$ cat config.mk
export PLATFORM = sky130hd
export DESIGN_NAME = pkt_desc_sched
export DESIGN_NICKNAME = d
export VERILOG_FILES = /design/src/rtl/pkt_desc_sched.sv
export SDC_FILE = /design/constraint.sdc
export NUM_CORES = 1
export LEC_CHECK = 0
export CAP_MARGIN = 20
export CELL_PAD_IN_SITES_DETAIL_PLACEMENT = 1
export CELL_PAD_IN_SITES_GLOBAL_PLACEMENT = 1
export CORE_UTILIZATION = 46
export DETAILED_ROUTE_END_ITERATION = 12
export GPL_TIMING_DRIVEN = 0
export PLACE_DENSITY = 0.85
export SYNTH_ARGS = -nofsm -noshare
export SYNTH_HDL_FRONTEND = slang
export SYNTH_SLANG_ARGS = --single-unit
$ cat constraint.sdc
create_clock -name clk -period 10.9 [get_ports clk]
set_input_delay 2.18 -clock clk [delete_from_list [all_inputs] [get_ports clk]]
set_output_delay 2.18 -clock clk [all_outputs]
set_load 0.1 [all_outputs]
$ cat src/rtl/pkt_desc_sched.sv
// Descriptor scheduler: CSR-fed descriptor queue that issues packets to the read controller.
// Optional completion interrupt enabled by defining PKT_DESC_SCHED_IRQ_EN.
module pkt_desc_sched #(
  parameter int DEPTH      = 8,
  parameter int GAP_CYCLES = 2,
  parameter int ADDR_W     = 32
) (
  input  logic              clk,
  input  logic              reset,
  input  logic [2:0]        csr_address,
  input  logic              csr_write,
  input  logic [31:0]       csr_writedata,
  input  logic              csr_read,
  output logic [31:0]       csr_readdata,
  output logic              rd_start,
  output logic [ADDR_W-1:0] pkt_begin,
  output logic [ADDR_W-1:0] pkt_end,
  input  logic              rd_done,
  output logic              busy,
  output logic              irq
);

  localparam int PW = $clog2(DEPTH);

  typedef enum logic [1:0] {S_IDLE, S_ISSUE, S_WAIT, S_GAP} state_t;

  state_t            state_q, state_d;
  logic [PW-1:0]     wr_ptr_q, wr_ptr_d, rd_ptr_q, rd_ptr_d;
  logic [PW:0]       count_q, count_d;
  logic              enable_q, enable_d;
  logic              ovf_q, ovf_d, bad_q, bad_d;
  logic [ADDR_W-1:0] stage_q, stage_d;
  logic [31:0]       done_cnt_q, done_cnt_d;
  logic [31:0]       gap_cnt_q, gap_cnt_d;
  logic              busy_q, busy_d;
  logic              rd_start_q, rd_start_d;
  logic [ADDR_W-1:0] pkt_begin_q, pkt_begin_d, pkt_end_q, pkt_end_d;
  logic [31:0]       rdata_q, rdata_d;
  logic              irq_en_s, irq_pend_s;

  logic [ADDR_W-1:0] mem_begin_q [DEPTH];
  logic [ADDR_W-1:0] mem_end_q   [DEPTH];

  logic wr_ctrl, flush, clr_ovf, wr_begin, push_req, clr_cnt;
  logic full, empty, desc_bad, push_ok, pop, done_acc;
  logic [31:0] rmux;

  assign wr_ctrl  = csr_write && (csr_address == 3'd0);
  assign flush    = wr_ctrl && csr_writedata[1];
  assign clr_ovf  = wr_ctrl && csr_writedata[2];
  assign wr_begin = csr_write && (csr_address == 3'd1);
  assign push_req = csr_write && (csr_address == 3'd2);
  assign clr_cnt  = csr_write && (csr_address == 3'd4);
  assign full     = (count_q == (PW+1)'(DEPTH));
  assign empty    = (count_q == '0);
  assign desc_bad = push_req && (csr_writedata[ADDR_W-1:0] <= stage_q);
  // flush wins over a coincident push; it also blocks the pop in the same cycle
  assign push_ok  = push_req && !full && !desc_bad && !flush;
  assign pop      = (state_q == S_IDLE) && enable_q && !empty && !flush;
  assign done_acc = (state_q == S_WAIT) && rd_done;

`ifdef PKT_DESC_SCHED_IRQ_EN
  logic irq_en_q, irq_en_d, irq_pend_q, irq_pend_d;
  assign irq_en_s   = irq_en_q;
  assign irq_pend_s = irq_pend_q;

  always_comb begin
    irq_en_d   = irq_en_q;
    irq_pend_d = irq_pend_q;
    if (wr_ctrl) irq_en_d = csr_writedata[3];
    // a completion in the same cycle as an ack keeps the interrupt pending
    if (done_acc)                            irq_pend_d = 1'b1;
    else if (wr_ctrl && csr_writedata[4])    irq_pend_d = 1'b0;
  end

  always_ff @(posedge clk) begin
    if (!reset) begin
      irq_en_q   <= 1'b0;
      irq_pend_q <= 1'b0;
    end else begin
      irq_en_q   <= irq_en_d;
      irq_pend_q <= irq_pend_d;
    end
  end

  assign irq = irq_pend_q && irq_en_q;
`else
  assign irq_en_s   = 1'b0;
  assign irq_pend_s = 1'b0;
  assign irq        = 1'b0;
`endif

  always_comb begin
    rmux = '0;
    case (csr_address)
      3'd0:    rmux = {27'b0, 1'b0, irq_en_s, 2'b0, enable_q};
      3'd3:    rmux = {17'b0, irq_pend_s, bad_q, ovf_q, busy_q, empty, full, 9'(count_q)};
      3'd4:    rmux = done_cnt_q;
      default: rmux = '0;
    endcase
  end

  always_comb begin
    state_d     = state_q;
    wr_ptr_d    = wr_ptr_q;
    rd_ptr_d    = rd_ptr_q;
    count_d     = count_q;
    enable_d    = enable_q;
    ovf_d       = ovf_q;
    bad_d       = bad_q;
    stage_d     = stage_q;
    done_cnt_d  = done_cnt_q;
    gap_cnt_d   = gap_cnt_q;
    busy_d      = busy_q;
    rd_start_d  = 1'b0;
    pkt_begin_d = pkt_begin_q;
    pkt_end_d   = pkt_end_q;
    rdata_d     = csr_read ? rmux : 32'd0;

    if (wr_ctrl)  enable_d = csr_writedata[0];
    if (wr_begin) stage_d  = csr_writedata[ADDR_W-1:0];

    if (clr_ovf) begin
      ovf_d = 1'b0;
      bad_d = 1'b0;
    end else begin
      if (push_req && full) ovf_d = 1'b1;
      if (desc_bad)         bad_d = 1'b1;
    end

    if (flush) begin
      rd_ptr_d = wr_ptr_q;
      count_d  = '0;
    end else begin
      if (push_ok) wr_ptr_d = wr_ptr_q + 1'b1;
      if (pop)     rd_ptr_d = rd_ptr_q + 1'b1;
      count_d = count_q + (PW+1)'(push_ok) - (PW+1)'(pop);
    end

    // a clear coinciding with a completion leaves the count at 1
    if (clr_cnt) done_cnt_d = 32'(done_acc);
    else         done_cnt_d = done_cnt_q + 32'(done_acc);

    case (state_q)
      S_IDLE: if (pop) begin
        pkt_begin_d = mem_begin_q[rd_ptr_q];
        pkt_end_d   = mem_end_q[rd_ptr_q];
        busy_d      = 1'b1;
        state_d     = S_ISSUE;
      end
      S_ISSUE: begin
        rd_start_d = 1'b1;
        state_d    = S_WAIT;
      end
      S_WAIT: if (rd_done) begin
        if (GAP_CYCLES == 0) begin
          busy_d  = 1'b0;
          state_d = S_IDLE;
        end else begin
          gap_cnt_d = 32'(GAP_CYCLES);
          state_d   = S_GAP;
        end
      end
      S_GAP: begin
        if (gap_cnt_q <= 32'd1) begin
          gap_cnt_d = '0;
          busy_d    = 1'b0;
          state_d   = S_IDLE;
        end else begin
          gap_cnt_d = gap_cnt_q - 32'd1;
        end
      end
      default: state_d = S_IDLE;
    endcase
  end

  always_ff @(posedge clk) begin
    if (!reset) begin
      state_q     <= S_IDLE;
      wr_ptr_q    <= '0;
      rd_ptr_q    <= '0;
      count_q     <= '0;
      enable_q    <= 1'b0;
      ovf_q       <= 1'b0;
      bad_q       <= 1'b0;
      stage_q     <= '0;
      done_cnt_q  <= '0;
      gap_cnt_q   <= '0;
      busy_q      <= 1'b0;
      rd_start_q  <= 1'b0;
      pkt_begin_q <= '0;
      pkt_end_q   <= '0;
      rdata_q     <= '0;
    end else begin
      state_q     <= state_d;
      wr_ptr_q    <= wr_ptr_d;
      rd_ptr_q    <= rd_ptr_d;
      count_q     <= count_d;
      enable_q    <= enable_d;
      ovf_q       <= ovf_d;
      bad_q       <= bad_d;
      stage_q     <= stage_d;
      done_cnt_q  <= done_cnt_d;
      gap_cnt_q   <= gap_cnt_d;
      busy_q      <= busy_d;
      rd_start_q  <= rd_start_d;
      pkt_begin_q <= pkt_begin_d;
      pkt_end_q   <= pkt_end_d;
      rdata_q     <= rdata_d;
    end
  end

  // queue storage holds data only, so it carries no reset
  always_ff @(posedge clk) begin
    if (push_ok) begin
      mem_begin_q[wr_ptr_q] <= stage_q;
      mem_end_q[wr_ptr_q]   <= csr_writedata[ADDR_W-1:0];
    end
  end

  assign csr_readdata = rdata_q;
  assign rd_start     = rd_start_q;
  assign pkt_begin    = pkt_begin_q;
  assign pkt_end      = pkt_end_q;
  assign busy         = busy_q;

endmodule

==> results of run 1 <==
[state kept, by name, indices dropped and copies added, names as in the netlist, 4 cells and up]
signal / cells
mem_begin_q: 256
stage_q: 32
count_q: 4
gap_cnt_q: 32
done_cnt_q: 32
pkt_end: 32
pkt_begin: 32
mem_end_q: 256
csr_readdata: 32
[layer usage]
metal  vias up  part of all wire, %  track usage (%)
met2       946                   50            46.68
met1      9056                   38            33.73
met4         0                  4.3            12.63
li1       7200                    -                -
met3       229                  7.7            5.082
met5         -                    0                0
[synth_stat cells (3+ instances only)]
master / n / area share [%]
sky130_fd_sc_hd__nor4_1: 14 / 0.31
sky130_fd_sc_hd__nor2_1: 158 / 2.1
sky130_fd_sc_hd__and3_1: 8 / 0.18
sky130_fd_sc_hd__buf_2: 4 / 0.072
sky130_fd_sc_hd__a211oi_1: 70 / 1.9
sky130_fd_sc_hd__o21ai_0: 12 / 0.22
sky130_fd_sc_hd__mux2i_1: 70 / 2.5
sky130_fd_sc_hd__o211ai_1: 4 / 0.11
sky130_fd_sc_hd__and2_1: 27 / 0.61
sky130_fd_sc_hd__clkbuf_1: 60 / 0.81
sky130_fd_sc_hd__buf_1: 20 / 0.27
sky130_fd_sc_hd__dfxtp_1: 209 / 15
sky130_fd_sc_hd__or3_1: 7 / 0.16
sky130_fd_sc_hd__nand4_1: 17 / 0.38
sky130_fd_sc_hd__a22oi_1: 10 / 0.27
sky130_fd_sc_hd__inv_1: 50 / 0.67
sky130_fd_sc_hd__nand3_1: 21 / 0.38
sky130_fd_sc_hd__or4_1: 4 / 0.11
sky130_fd_sc_hd__mux4_2: 128 / 10
sky130_fd_sc_hd__ha_1: 49 / 2.2
sky130_fd_sc_hd__nor4b_1: 5 / 0.16
sky130_fd_sc_hd__nand2_1: 108 / 1.5
sky130_fd_sc_hd__xnor2_1: 28 / 0.88
sky130_fd_sc_hd__edfxtp_1: 512 / 55
sky130_fd_sc_hd__a21o_1: 3 / 0.081
sky130_fd_sc_hd__nor3_1: 18 / 0.32
sky130_fd_sc_hd__xor2_1: 33 / 1.0
sky130_fd_sc_hd__a21oi_1: 56 / 1.0
[final cells by class]
type	count	area, um2
buffer	86	339.1
clock buffer	105	2081
clock inverter	34	356.6
fill	5491	25930
inverter	51	191.4
multi-input combinational	881	7780
sequential	721	19560
tap	773	967.2
timing repair buffer	216	2147
[worst register-to-register path, cell delays in order, from the launching register on]
cell,delay [ps]
sky130_fd_sc_hd__dfxtp_1,560
sky130_fd_sc_hd__inv_1,130
sky130_fd_sc_hd__ha_1,330
sky130_fd_sc_hd__nand4_1,230
sky130_fd_sc_hd__nor4_1,900
sky130_fd_sc_hd__o31a_1,440
sky130_fd_sc_hd__a22oi_1,200
sky130_fd_sc_hd__clkbuf_1,370
sky130_fd_sc_hd__nor4b_2,1050
sky130_fd_sc_hd__buf_4,320
sky130_fd_sc_hd__buf_4,230
sky130_fd_sc_hd__buf_4,230
[stage by stage]
step	hold slack, ps	power, W	cells	setup TNS [ps]
6_report	465.2	0.005778	2867	0
5_1_grt	506.8	0.005910	2867	0
4_1_cts	467.1	0.005800	2861	0
3_5_place_dp	458.5	0.003235	2722	0
3_3_place_gp	445.1	0.003218	2648	-3129130
2_1_floorplan	436.0	0.003141	1739	0
[worst max path at each step]
stage	endpoint	slack, ps	startpoint
floorplan	mem_begin_q[4][0]$_DFFE_PP_	40	csr_writedata[29]
finish	mem_end_q[4][8]$_DFFE_PP_	4030	csr_writedata[30]
CTS	mem_end_q[4][8]$_DFFE_PP_	3880	csr_writedata[31]
global route	mem_end_q[4][8]$_DFFE_PP_	4030	csr_writedata[30]
detailed placement	mem_end_q[4][8]$_DFFE_PP_	3410	csr_writedata[31]
global placement	mem_end_q[1][10]$_DFFE_PP_	-8100	csr_writedata[30]
[cell families after synthesis]
family	after synthesis	synth area share, %
and+or+nand+nor	405	6.752
buffers and inverters	137	1.907
muxes	200	12.96
xor gates and xnor gates	61	1.921
DFF	721	70.32
AOI/OAI and AO/OA	164	3.846
adders and majority gates	50	2.276
other	1	0.01348
[power breakdown]
group	total [W]	switching, W	internal (W)
Combinational	0.000238	0.000154	0.0000843
Clock	0.00259	0.00114	0.00145
Sequential	0.00295	0.0000174	0.00293
Total	0.00578	0.00131	0.00447
==> metrics list, run 1 <==
* Post-route DRC violation count: 0
- For this design the ratio of total power to cell area is 172.9 nW/um2.
* Count of inserted antenna diode cells: 0
- Wire length of the first global-routing pass: 122400 um
- Count of cells along the worst register-to-register path: 11
- Post-placement setup slack: 3408 ps
- The die covers 61450 um2.
- After synthesis, the share of flip-flops with an asynchronous set or reset is 0%.
* Overall via count from detail_route: 17430
- The number of gates resized after CTS was 0.
* Master cell of the clock root buffer: sky130_fd_sc_hd__clkbuf_16
* Data required time of the worst path: 11240 ps
- Detailed-placement wirelength estimate: 52430 um
* Maximum vdd ir drop: 0.1364 mV
* Largest net degree at the start of global routing: 16
* Drt first pass iters: 5
* Die Width: 247.9 um
- The endpoint identified for the worst register-to-register timing path is mem_end_q[4][8]$_DFFE_PP_.
- The initial antenna violation count was 0.
* Number of sinks on the clock net: 721
- Category of the worst setup path launch point: input pin
* Routed wire length: 83010 um
- For flop-to-flop paths, the worst setup slack is 5620 ps.
* Clock tree from TritonCTS: yes
* Count of boundary I/O pins: 139
* Clock Pin Slew Worst Setup and Hold Paths: 60 ps
- Arrival time of data at the critical path endpoint: 7210 ps
- The H-tree was split into 3 levels.
- Dividing the detail-routed via count by the number of cells gives 6.080.
- Buffers added to address setup during post-CTS repair amount to 0.
- Overflow left after global routing: 0
* Number of buffers created by CTS: 75
- Leaving out fill and tap cells, the most frequent cell in the layout is sky130_fd_sc_hd__edfxtp_1.
* Effective utilization at floorplan: 46.86%
- Crit path cell chain: clkdlybuf4s50_1 -> ha_1 -> nand4_1 -> nor4_1 -> o31a_1 -> a22oi_1 -> clkbuf_1 -> nor4b_2 -> buf_4 -> buf_4 -> buf_4
* Origin of the critical flop-to-flop path: stage_q[30]$_SDFFE_PN0P_
* Commonest cells after routing, fill and taps aside: sky130_fd_sc_hd__edfxtp_1, sky130_fd_sc_hd__dfxtp_1, sky130_fd_sc_hd__nor2_1
- Antenna violation net count after detailed routing: 0
- Number of distinct library cells after synthesis: 51
* Synth-to-layout area growth: 20.16%
* Leak Pwr: 10.79 nW
* Crit path time final: 6873 ps
- Syn nets: 1829
- First-iteration detailed-routing DRC count: 1793
- Post-synthesis cell count: 1739
- Routability-driven placement finished with a final weighted congestion of 0.7904.
* Final WS setup: 4027 ps
* Cell area after technology mapping: 27810 um2
* Least-Margin Pin Slew: 1171 ps
- Number of I/O port buffers: 136
- The path with the worst hold slack has its endpoint at gap_cnt_q[15]$_SDFFE_PN0P_.
- Critical Path Slowest Stage Cell: sky130_fd_sc_hd__nor4b_2
- Instance count along the most critical hold path: 2
* Number of setup violations in the final report: 0
- Detailed-route wire length per cell: 28.95 um
- The die is 247.9 um tall.
* WP depth: 11
- The clock reaches the later pin of the worst-skew pair after 650 ps.
- In this run the worst hold path is classified as reg -> reg.
- In the global route stage, overall resource usage came out at 27.36%.
- The worst setup path is captured at a register.
* Outcome: finished clean
* Util after Layout: 56.31%
- Measured against its own limit, the worst slew margin works out to 21.73%.
- Final setup skew: 38.64 ps
- Setup repair after global routing left no endpoint under its margin.
* Buf/Inv on CP: 5
* Area of the core: 59350 um2
* Crit-path leading delay family: simple AND/OR/NAND/NOR gates
* Largest fanout on the critical path: 10
* Endpoints failing hold: 0
* Most frequent CP cell: sky130_fd_sc_hd__buf_4
- Maximum clock frequency: 0.1455 GHz
- Fraction of final layout cells with drive strength greater than 1: 16.28%
- Number of global-route vias before repair: 18790
- The final layout contains 2122 nets.
- Count of standard-cell rows: 89
- Final count of pins violating max slew: 0
- Number of synthesized register bits: 721
- After detailed placement, the total cell area comes to 30910 um2.
* Hold_sp: gap_cnt_q[15]$_SDFFE_PN0P_
- Post-Syn Area per Cell: 15.99 um2
- The synthesized design contains 512 enable-type register cells.
- The critical path is of the in -> reg type.
* Buffer depth of the longest clock path: 3
- Hold repair after CTS inserted 0 buffers.
- During synthesis, Yosys emitted a total of 0 warnings.
- In the synthesized netlist the dominant register cell turns out to be sky130_fd_sc_hd__edfxtp_1.
- The largest single stage delay on the critical path is 1040 ps.
* Post-route standard cell area excluding fillers: 33420 um2
* Sequential cell area fraction in the yosys report: 70.32%
* Share of the clock period used by the worst path after layout: 63.05%
- Number of violations of the max-capacitance limit: 0
No activity file was read; power rests on OpenSTA's default activity.
==> run 2: changes to the inputs <==
Clock period 10.9 ns to 5.67 ns, I/O delays scaled along.
==> metrics list, run 2 (synthesis gave the netlist of run 1 again) <==
* Number of setup violations in the final report: 0 (unchanged)
* Count of nets after finishing: 2091 (-1.5%)
- The aggregate global-route resource usage came to 26.31% (-1.1 points).
- Fraction of final layout cells with drive strength greater than 1: 15.42% (-0.86 points)
- Power density of the placed cells: 331.4 nW/um2 (+92%)
- The number of vias in the routed layout came to 16990 (-2.5%).
* Antenna violations before repair: 1 (+1)
- Crit path time final: 5599 ps
- Regs by FF count: mem_begin_q: 256 flops, mem_end_q: 256 flops
- Final worst hold slack: 482.6 ps (+17.47 ps)
- Largest net degree at the start of global routing: 17 (+1)
- Detailed-placement wirelength estimate: 50660 um (-3.4%)
- Wire length of the first global-routing pass: 118100 um (-3.5%)
* Post-route DRC violation count: 0 (unchanged)
* Effective utilization at floorplan: 46.86% (unchanged)
- Min-delay worst type: reg -> reg
- The total wire length is 79540 um (-4.2%).
* Final Instance Count excl. Fillers: 2836 (-1.1%)
- The number of nets with antenna violations after routing was 0 (unchanged).
- The CTS sink count came to 721 (unchanged).
- The flow ran to the end, and the final reports show no timing, DRC or antenna violations.
* Number of violations of the max-capacitance limit: 0 (unchanged)
* Overflow left after global routing: 0 (unchanged)
- Unrepaired setup endpoints after global routing: no
- Maximum clock frequency: 0.1786 GHz
- Master cell of the clock root buffer: sky130_fd_sc_hd__clkbuf_16
* Final count of pins violating max slew: 0 (unchanged)
* Total die area: 61450 um2 (unchanged)
* Number of global-route vias before repair: 18550 (-1.3%)
- The total CTS buffers is 74 (-1.3%).
* Clock tree from TritonCTS: yes
* Instance count along the most critical hold path: 1 (-1)
- The count of port buffers added during placement came to 136 (unchanged).
* Least-Margin Pin Slew: 1132 ps (-39.18 ps)
- First-iteration detailed-routing DRC count: 1623 (-9.5%)
- The insertion delay of the later-clocked pin in the worst-skew pair came to 650 ps (about the same).
- The number of buffers on the longest clock path came to 3 (unchanged).
- Number of H-tree branching levels: 3 (unchanged)
- The routed via count divided by cell count was 5.991 (-1.5%).
- The worst reg2reg path depth came to 11 (unchanged).
- Count of boundary I/O pins: 139 (unchanged)
- Detailed-route wire length per cell: 28.05 um (-3.1%)
* Count of standard-cell rows: 89 (unchanged)
- The worst IR drop on VDD came to 0.2229 mV (+63%).
- Type of the worst setup path: in -> reg
* Category of the worst setup path launch point: input pin
- The vertical die dimension is 247.9 um (unchanged).
- The clock-pin transition on the worst setup and hold timing paths came to 60 ps (about the same).
* Dpl cell area: 30840 um2 (-0.23%)
- Relative to the synthesized area, the layout overhead comes to 19.66%.
- The required time at the endpoint of the critical path was 6010 ps (-5230 ps).
* Die Width: 247.9 um (unchanged)
- Commonest cells after routing, fill and taps aside: sky130_fd_sc_hd__edfxtp_1, sky130_fd_sc_hd__dfxtp_1, sky130_fd_sc_hd__nor2_1
- Area of the core: 59350 um2 (unchanged)
* Largest fanout on the critical path: 12 (+2)
- Max-Slew Margin vs Limit: 24.31% (+2.6 points)
- The leakage power was 10.67 nW (-1.2%).
* Hold_buf cts: 0 (unchanged)
- Of the available clock period, the critical path in the final layout requires 98.75%.
- The final hold violation count was 0 (unchanged).
- Most common library cell in the layout ignoring fill and taps: sky130_fd_sc_hd__edfxtp_1
* RePlAce Congestion: 0.7920 (+0.20%)
- The setup total negative slack came to 0 ps (unchanged).
- The instance count after placement with tap cells included came to 2695 (-0.99%).
- Type of element capturing the critical path: register
- Final setup skew: 27.68 ps (-10.97 ps)
- Util after Layout: 56.07% (-0.23 points)
- The cell area after layout came to 33280 um2 (-0.42%).
- The detailed-router iteration count before antenna repair came to 5 (unchanged).
- Arrival time of data at the critical path endpoint: 5940 ps (-1270 ps)
run 2: changes by cell type in the layout (fill, tap and decap cells not counted), moves of 3 or more:
| cell | delta |
|---|---|
| sky130_fd_sc_hd__buf_4 | -38 |
| sky130_fd_sc_hd__buf_8 | +11 |
| sky130_fd_sc_hd__clkinv_2 | +9 |
| sky130_fd_sc_hd__clkinv_1 | -5 |
| sky130_fd_sc_hd__clkbuf_1 | -3 |
| sky130_fd_sc_hd__inv_16 | -3 |
| sky130_fd_sc_hd__nor4b_2 | -3 |
| sky130_fd_sc_hd__nor4b_4 | +3 |
run 2: final timing paths:
| kind | startpoint | endpoint | slack, ps |
|---|---|---|---|
| max | csr_writedata[30] | mem_end_q[4][4]$_DFFE_PP_ | 70 |
| min | done_cnt_q[31]$_SDFF_PP0_ | csr_readdata[31]$_SDFF_PN0_ | 480 |
| max reg2reg | stage_q[31]$_SDFFE_PN0P_ | mem_end_q[4][4]$_DFFE_PP_ | 600 |
| min reg2reg | done_cnt_q[31]$_SDFF_PP0_ | csr_readdata[31]$_SDFF_PN0_ | 480 |
run 2: critical path, cell delays in order:
cell	delay, ps
sky130_fd_sc_hd__clkdlybuf4s50_1	660
sky130_fd_sc_hd__ha_1	470
sky130_fd_sc_hd__nand4_1	310
sky130_fd_sc_hd__nor4_2	790
sky130_fd_sc_hd__o31a_1	390
sky130_fd_sc_hd__a22oi_1	170
sky130_fd_sc_hd__clkbuf_2	360
sky130_fd_sc_hd__nor4b_4	950
sky130_fd_sc_hd__buf_8	260
sky130_fd_sc_hd__buf_8	190
sky130_fd_sc_hd__buf_6	220
run 2: metrics by stage:
stage	total power, W	setup slack (ps)
after global routing	0.01127	32.53
final	0.01103	70.92
after floorplan	0.006038	-1908
after detailed placement	0.006221	-863.5
after CTS	0.01107	185.5
after global placement	0.006184	-7705
run 2: area by class of cell:
class                   instances  area [um2]
diodes                          1       2.502
clock buffers                 103        2046
clock inverters                34       341.6
repair buffers                186        1999
inverters                      51       191.4
well taps                     773       967.2
plain buffers                  86       341.6
fillers                      5454       26070
multi-input cells             881        7834
flip-flops and latches        721       19560
run 2: power breakdown:
part | internal [W] | switching [W] | total [W]
combinational | 0.000162 | 0.000300 | 0.000462
clock | 0.00278 | 0.00212 | 0.00489
sequential | 0.00564 | 0.0000331 | 0.00568
total | 0.00858 | 0.00245 | 0.0110
run 2: what timing repair did:
action                                  in CTS  in global routing
endpoints found under the setup margin      90                  1
setup buffers                                0                  0
gates resized for setup                      3                  3
run 2: routing by layer:
metal	vias to the layer above	GRT usage (%)	wire length (um)
li1	7163	-	-
met1	8777	32.10	30040
met2	841	45.15	40680
met3	209	5.115	5782
met4	0	11.95	3039
met5	-	0	0
